File: src/rtl/state_level_bank.sv
// Bank of per-channel bounded up/down level registers with direct write, boundary flags
// and a clear-on-kill-entry event. Optional wrap-around: define STATE_BANK_WRAP_EN.
module state_level_bank #(
  parameter int BIT_ADDR       = 3,
  parameter int BIT_DATO       = 3,
  parameter int MIN_LVL        = 1,
  parameter int MAX_LVL        = 5,
  parameter int RST_LVL        = 5,
  parameter int RST_ACTIVE_CNT = 5,
  parameter int KILL_ADDR      = 4
) (
  input  logic                clk,
  input  logic                rst,
  input  logic [BIT_ADDR-1:0] state,
  input  logic                UpState,
  input  logic                DownState,
  input  logic                WrEn,
  input  logic [BIT_DATO-1:0] WrData,
  output logic [BIT_DATO-1:0] stateValue,
  output logic                AtMax,
  output logic                AtMin,
  output logic                ClrPulse
);

  localparam int                  NREG   = 2 ** BIT_ADDR;
  localparam logic [BIT_DATO-1:0] L_MIN  = BIT_DATO'(MIN_LVL);
  localparam logic [BIT_DATO-1:0] L_MAX  = BIT_DATO'(MAX_LVL);
  localparam logic [BIT_DATO-1:0] L_RST  = BIT_DATO'(RST_LVL);
  localparam logic [BIT_DATO-1:0] L_ONE  = BIT_DATO'(1);
  localparam logic [BIT_ADDR-1:0] L_KILL = BIT_ADDR'(KILL_ADDR);

  logic [BIT_DATO-1:0] r_breg [NREG];
  logic                r_clr_pulse;

  logic [BIT_DATO-1:0] w_sel;
  logic                w_active;
  logic                w_kill;
  logic [BIT_DATO-1:0] w_step_val;

  assign w_sel    = r_breg[state];
  assign w_active = (w_sel >= L_MIN) && (w_sel <= L_MAX);
  assign w_kill   = (r_breg[L_KILL] == L_MIN);

  always_comb begin
    // NOTE: default first so every path assigns w_step_val; otherwise a latch is inferred.
    w_step_val = w_sel;
    if (w_active && (UpState != DownState)) begin
      if (UpState) begin
        if (w_sel < L_MAX) w_step_val = w_sel + L_ONE;
`ifdef STATE_BANK_WRAP_EN
        else               w_step_val = L_MIN;
`else
        else               w_step_val = w_sel;
`endif
      end else begin
        if (w_sel > L_MIN) w_step_val = w_sel - L_ONE;
`ifdef STATE_BANK_WRAP_EN
        else               w_step_val = L_MAX;
`else
        else               w_step_val = w_sel;
`endif
      end
    end
  end

  // Priority: rst > bank clear > write > step.
  always_ff @(posedge clk) begin
    if (rst) begin
      // NOTE: the bank is small and its preset is functional, so every entry is reset
      // explicitly rather than left to a preload.
      for (int i = 0; i < NREG; i++)
        r_breg[i] <= (i < RST_ACTIVE_CNT) ? L_RST : '0;
      r_clr_pulse <= 1'b0;
    end else if (w_kill) begin
      for (int i = 0; i < NREG; i++)
        r_breg[i] <= '0;
      r_clr_pulse <= 1'b1;
    end else begin
      // NOTE: non-blocking assignments keep every register update on the same edge.
      r_clr_pulse <= 1'b0;
      if (WrEn) r_breg[state] <= WrData;
      else      r_breg[state] <= w_step_val;
    end
  end

  assign stateValue = w_sel;
  assign AtMax      = (w_sel == L_MAX);
  assign AtMin      = (w_sel == L_MIN);
  assign ClrPulse   = r_clr_pulse;

endmodule

File: config.mk
export PLATFORM = sky130hd
export DESIGN_NAME = state_level_bank
export DESIGN_NICKNAME = d
export VERILOG_FILES = /design/src/rtl/state_level_bank.sv
export SDC_FILE = /design/constraint.sdc
export NUM_CORES = 1
export LEC_CHECK = 0
export CELL_PAD_IN_SITES_DETAIL_PLACEMENT = 1
export CELL_PAD_IN_SITES_GLOBAL_PLACEMENT = 2
export CORE_MARGIN = 2
export CORE_UTILIZATION = 30
export DETAILED_ROUTE_END_ITERATION = 8
export GPL_ROUTABILITY_DRIVEN = 0
export PLACE_DENSITY_LB_ADDON = 0.08
export SLEW_MARGIN = 10
export SYNTH_ARGS = -nofsm -noshare
export SYNTH_HDL_FRONTEND = slang
export SYNTH_SLANG_ARGS = --single-unit
File: constraint.sdc
create_clock -name clk -period 9.5 [get_ports clk]
set_input_delay 1.9 -clock clk [delete_from_list [all_inputs] [get_ports clk]]
set_output_delay 1.9 -clock clk [all_outputs]
set_load 0.01 [all_outputs]
==> key figures, run 1 <==
Run status
  – Outcome: complete, no violations

Logic synthesis
  – Post-synthesis cell area: around 0.0017 sq mm
  – Avg Cell Area, Syn: 9.59 sq um
  – Synth cell types: 46
  – Largest family of logic cells by synthesized area: simple AND/OR/NAND/NOR gates
  – Synth Area in Adders: 2.16%
  – Synth Warn #: 0
  – EDFF count, synth: 24
  – Ys async rst share: 0%
  – Leading post-synthesis cells by cell area: edfxtp_1 (42%), a21oi_1 (5.8%), nand2_1 (3.9%), nor3b_1 (3.9%), o21ai_0 (3.2%)
  – Register bit total from synthesis: 25
  – Seq/Total Area, Yosys: 42.7%
  – Post-Synthesis Cells: 181
  – Area leader, netlist: edfxtp_1
  – Synth Flop Type: edfxtp_1
  – Synth cell count leaders: edfxtp_1 (24), a21oi_1 (20), nand2_1 (18), nor2_1 (11), o21ai_0 (11)
  – Simple-gate area share of the yosys netlist: 23.4%
  – XOR/XNOR share of the synthesized area: 0%
  – Share of the synthesized area in the top cell type: 41.5%
  – Post-synthesis mux area share: ~6.3%
  – Leading cell type by number of instances after synthesis: edfxtp_1
  – Synth Area in Compound Gates: between 20% and 30%
  – Syn_nets: between 150 and 200

Drt
  – Routed wire length: 5.24 mm
  – Drt wl/cell: a little over 20 um
  – Count of antenna-violating nets left after detailed routing: 0
  – # DRC: 0
  – 1st-pass router iterations: 4
  – Vias: 1490
  – Initial DRC Count: 67
  – Vias/cell: between 5 and 6

Floorplan
  – Core area: around 0.0055 sq mm
  – Row Count: 27
  – Die area: approximately 0.0064 sq mm
  – Starting Density: 31.3%
  – Die X: 80.1 um
  – Die Y: 80.1 um
  – IO Pins: 17

Hold path
  – Hold WC Path Type: flip-flop to flip-flop

Worst setup path
  – Worst reg2reg path startpoint: r_breg[3][0]
  – Setup crit end: AtMin
  – R2r setup slk: 6.39 ns
  – Critical Path Source Type: primary input
  – Critical path data arrival time: 5.06 ns
  – Worst reg2reg path depth: 10
  – Max FO, Critical Path: 24
  – Crit. End Element: output port
  – Setup CP Type: primary input to output port
  – Critical Path Start: state[2]
  – WP data required: 7.60 ns
  – Reg-to-Reg End: r_breg[4][1]

Power and ir drop
  – Pwr Density: 135 mW/mm^2
  – Worst VDD drop: 50.9 uV
  – P_leak: approximately 0.62 nW

Timing
  – Final hold vios: 0
  – Setup repair after global routing missed its margin: no
  – TNS Setup: 0 ns
  – Fin. max-slew vios: 0
  – Final period utilization: 73.3%
  – Final Setup Violations: 0
  – Max Fclk: 0.144 GHz
  – Max_slew headroom: around 44%
  – Worst-Margin Slew: 0.831 ns
  – Min cycle time layout: 6.96 ns
  – Worst Slack Setup Final: 2.54 ns
  – Clk_skew: around 0.0085 ns

GRT
  – Initial antenna violation count: 0
  – Gr ovfl total: 0
  – Global-route usage over all layers: between 10% and 20%
  – First-pass GRT wire length: 8.26 mm
  – Vias in the first global route: approximately 1500
  – Largest net degree at the start of global routing: 25

Clock tree
  – CTS Buf Count: 3
  – Post-CTS setup buffers: 0
  – CTS max path bufs: 2
  – CTS tree: built
  – # clock sinks: 25
  – Clock Root Buffer: clkbuf_8
  – Post-cts resize count: 0
  – H-Tree Depth: 1
  – Clock transition at the registers of the reported paths: 0.10 ns
  – Worst-Skew Late Latency: about 0.28 ns
  – Post-CTS Hold Fix Bufs: 0

Run
  – MaxCap Viol Count: 0

Placed design
  – Worst slack, placed: 2.59 ns
  – PortBufs: 16
  – HPWL after DPL: 3.89 mm

Cells and area
  – FILL cells: 652
  – Area grow syn2layout: 13.7%
  – # diodes: 0
  – Proportion of layout cells with a drive suffix above 1: under 10%
  – Nets: 203
-- per-stage QoR --
| stage | hold WS, ns | util [%] | power, mW | instances | cell area (sq um) |
|---|---|---|---|---|---|
| detailed placement | 0.814 | 34.7 | 0.201 | 256 | 1920 |
| global route | 0.899 | 35.6 | 0.278 | 260 | 1970 |
| floorplan | 0.750 | - | 0.177 | 181 | 1740 |
| finish | 0.834 | 35.6 | 0.266 | 260 | 1970 |
| CTS | 0.834 | 35.6 | 0.269 | 260 | 1970 |
| global placement | 0.807 | 34.7 | 0.201 | 256 | 1920 |
-- metal layers --
metal | wire, um | vias to the layer above | global-route usage [%] | share of wire (%)
li1 | - | 715 | - | -
met1 | 2520 | 730 | 24.5 | 48
met2 | 2470 | 36 | 27.8 | 47
met3 | 183 | 9 | 2.25 | 3.5
met4 | 75 | 0 | 4.58 | 1.4
met5 | 0 | - | 0 | 0
-- placed cells by master (no fill, tap or decap), drive strengths merged, types with 5 or more instances in the layout --
cell,synthesis,layout
edfxtp,24,24
a21oi,21,21
nand2,19,19
clkdlybuf4s50,0,16
nor2,11,11
o21ai,11,11
nor3b,9,9
nand3,8,8
nor4,6,6
mux2i,5,5
o22ai,5,5
mux2,5,5
-- flip-flops by register name, indices dropped and copies added, names as in the netlist --
| register | count |
|---|---|
| ClrPulse | 1 |
| r_breg | 24 |
-- critical path: stages --
cell and delay (ns):
clkdlybuf4s50_1 0.84, or3b_2 0.65, a21oi_1 0.27, a21oi_4 0.12, inv_4 0.12, ha_1 0.34, inv_1 0.14, nor2_1 0.13
clkdlybuf4s50_1 0.55
-- worst min path at each step --
stage	startpoint	end	slack, ns	cells past startpoint
floorplan	r_breg[4][1]	r_breg[4][0]	0.75	3
global placement	r_breg[4][2]	ClrPulse	0.81	2
detailed placement	r_breg[4][2]	ClrPulse	0.81	2
CTS	r_breg[4][2]	ClrPulse	0.83	2
global route	r_breg[4][2]	ClrPulse	0.90	2
finish	r_breg[4][2]	ClrPulse	0.83	2
-- area by class of cell --
type | count | area (sq um) | area share [%]
Clock inverter | 1 | 7.51 | 0.380
Tap cell | 72 | 90.1 | 4.57
Sequential cell | 25 | 741 | 37.5
Inverter | 5 | 21.3 | 1.08
Timing Repair Buffer | 16 | 160 | 8.12
Clock buffer | 3 | 41.3 | 2.09
Multi-Input combinational cell | 138 | 912 | 46.2
-- cell families after synthesis --
group	Yosys count
and+or+nand+nor	70
muxes	10
DFF	25
buffers and inverters	18
adders and majority gates	3
AOI/OAI and AO/OA	55
-- report_power, final --
part           switching [mW]  internal [mW]  total (mW)
Clock                  0.0367         0.0298      0.0665
Combinational          0.0438         0.0266      0.0704
Sequential            0.00216          0.127       0.129
Total                  0.0826          0.183       0.266
Power figures use the tool's default switching activity.
==> run 2: changes to the inputs <==
==> constraint.sdc (replaced) <==
create_clock -name clk -period 5.7 [get_ports clk]
set_input_delay 1.14 -clock clk [delete_from_list [all_inputs] [get_ports clk]]
set_output_delay 1.14 -clock clk [all_outputs]
set_load 0.01 [all_outputs]
==> run 2 against run 1 <==
First-iteration DRC count is 81% higher. Count of clock-buffer cells in the layout stayed put. Combinational power is 69% higher. Die area stayed put. Largest cell class unchanged. Highest routed layer unchanged.
==> key figures, run 2 (synthesis gave the netlist of run 1 again) <==
Timing
  – Final period utilization: 90.1%
  – Max_slew headroom: 40.3% (-4.1 points)
  – Setup repair after global routing missed its margin: no
  – Final Setup Violations: 0 (unchanged)
  – Worst-Margin Slew: 0.892 ns (+0.0612 ns)
  – TNS Setup: 0 ns (unchanged)
  – Max Fclk: ~0.19 GHz
  – Fin. max-slew vios: 0 (unchanged)
  – Final hold vios: 0 (unchanged)
  – Worst Slack Setup Final: 0.566 ns (-1.97 ns)
  – Min cycle time layout: 5.13 ns
  – Clk_skew: 0.00270 ns (-0.00575 ns)

Power and ir drop
  – Internal: 0.306 mW (+67%)
  – Sw Share: 30.8% (-0.29 points)
  – P_leak: 0.634 nW (+3.0%)
  – Pwr Density: 222 mW/mm^2 (+65%)
  – Clock share of power: 24.5% (-0.5 points)
  – Psw: 0.136 mW (+65%)
  – Worst VDD drop: 81.5 uV (+60%)
  – Comb power frac: 26.9% (+0.4 points)
  – Seq pwr share: 48.7% (+0.2 points)

Run status
  – Outcome: complete, no violations

Drt
  – # DRC: 0 (unchanged)
  – Vias/cell: 5.59 (-2.4%)
  – Drt wl/cell: 20.0 um (-0.57%)
  – Initial DRC Count: 121 (+81%)
  – 1st-pass router iterations: 4 (unchanged)
  – Count of antenna-violating nets left after detailed routing: 0 (unchanged)
  – Vias: 1471 (-1.3%)
  – Routed wire length: 5.27 mm (+0.57%)

Clock tree
  – Post-cts resize count: 0 (unchanged)
  – Post-CTS Hold Fix Bufs: 0 (unchanged)
  – CTS Buf Count: 3 (unchanged)
  – Post-CTS setup buffers: 0 (unchanged)
  – H-Tree Depth: 1 (unchanged)
  – CTS max path bufs: 2 (unchanged)
  – Clock transition at the registers of the reported paths: 0.09 ns (about the same)
  – Clock Root Buffer: clkbuf_8
  – # clock sinks: 25 (unchanged)
  – Worst-Skew Late Latency: 0.27 ns (about the same)
  – CTS tree: built

GRT
  – First-pass GRT wire length: 8.57 mm (+3.8%)
  – Global-route usage over all layers: 17.8% (+0.47 points)
  – Routing usage on met2: 27.2% (-0.58 points)
  – GR Util met3: 1.69% (-0.56 points)
  – Most used routing layer: met2
  – Global Route met1 Usage: 26.9% (+2.5 points)
  – Vias in the first global route: 1478 (-0.40%)
  – Largest net degree at the start of global routing: 15 (-40%)
  – Initial antenna violation count: 0 (unchanged)
  – Gr ovfl total: 0 (unchanged)

Placed design
  – PortBufs: 16 (unchanged)
  – Worst slack, placed: 0.573 ns (-2.02 ns)
  – HPWL after DPL: 3.98 mm (+2.3%)

Floorplan
  – Starting Density: 31.3% (unchanged)
  – Die X: 80.1 um (unchanged)
  – Row Count: 27 (unchanged)
  – IO Pins: 17 (unchanged)
  – Die area: 0.00641 sq mm (unchanged)
  – Core area: 0.00554 sq mm (unchanged)
  – Die Y: 80.1 um (unchanged)

Worst setup path
  – WP data required: 4.56 ns (-3.04 ns)
  – Critical path data arrival time: 3.99 ns (-1.07 ns)
  – Worst reg2reg path depth: 10 (unchanged)
  – R2r setup slk: 2.63 ns (-3.76 ns)
  – Max FO, Critical Path: 10 (-58%)
  – Reg-to-Reg End: r_breg[3][1]
  – Critical Path Source Type: primary input
  – Setup CP Type: primary input to output port
  – Worst reg2reg path startpoint: r_breg[3][0]
  – Crit. End Element: output port

Hold path
  – Worst Hold Path EP: ClrPulse
  – Hold WC Path Type: flip-flop to flip-flop
  – Hold Path Origin: r_breg[4][2]
  – Worst hold path depth: 2 (unchanged)

Run
  – MaxCap Viol Count: 0 (unchanged)

Cells and area
  – Most frequent cells in the layout: edfxtp_1 (24), a21oi_1 (20), nand2_1 (18)
  – Max FFs per register: 24 (unchanged)
  – Proportion of layout cells with a drive suffix above 1: 11.0% (+1.4 points)
  – Most common cell after layout, fill and taps aside: edfxtp_1
  – Most flops, register: r_breg
  – Nets: 206 (+1.5%)
  – # diodes: 0 (unchanged)
  – Area grow syn2layout: 14.9%
run 2: cell types whose count changed in the layout (fill, tap and decap cells not counted):
cell        before  now
buf_4            0    3
clkinvlp_4       1    0
clkinv_2         0    1
run 2: worst max-delay path by stage:
stage | end | from
floorplan | AtMax | state[2]
global placement | AtMin | state[1]
detailed placement | AtMax | state[1]
CTS | AtMax | state[1]
global route | AtMax | state[0]
finish | AtMax | state[1]
run 2: worst max-delay path, cell delays in order:
cell             delay (ns)
clkdlybuf4s50_1        0.69
mux2_4                 0.34
a221o_1                0.38
a21oi_4                0.33
inv_4                  0.09
ha_1                   0.31
inv_1                  0.16
nor2_1                 0.07
clkdlybuf4s50_1        0.48
run 2: metrics by stage:
stage	util, %	hold slack [ns]	instances	area [sq um]	total power [mW]
after floorplan	-	0.750	181	1740	0.295
after global placement	35.1	0.801	259	1950	0.337
after detailed placement	35.1	0.829	259	1950	0.338
after CTS	36.0	0.833	263	1990	0.446
after global routing	36.0	0.900	263	1990	0.465
final	36.0	0.847	263	1990	0.442
run 2: final cells by class:
cell class,count,area (sq um)
well taps,72,90.1
flip-flops and latches,25,741
inverters,5,21.3
clock buffers,3,41.3
clock inverters,1,5.00
multi-input cells,138,912
fillers,662,3550
repair buffers,19,183
run 2: power groups by stage:
stage                     Clock, mW  Combinational, mW  Sequential (mW)
after CTS                     0.112              0.119            0.215
final                         0.108              0.119            0.215
after floorplan                   0             0.0784            0.217
after global routing          0.117              0.132            0.216
after global placement            0              0.118            0.219
after detailed placement          0              0.119            0.219
run 2: per-layer routing:
metal,wire length (um),vias to the layer above
li1,-,717
met4,24,0
met3,155,2
met5,0,-
met1,2610,729
met2,2480,23
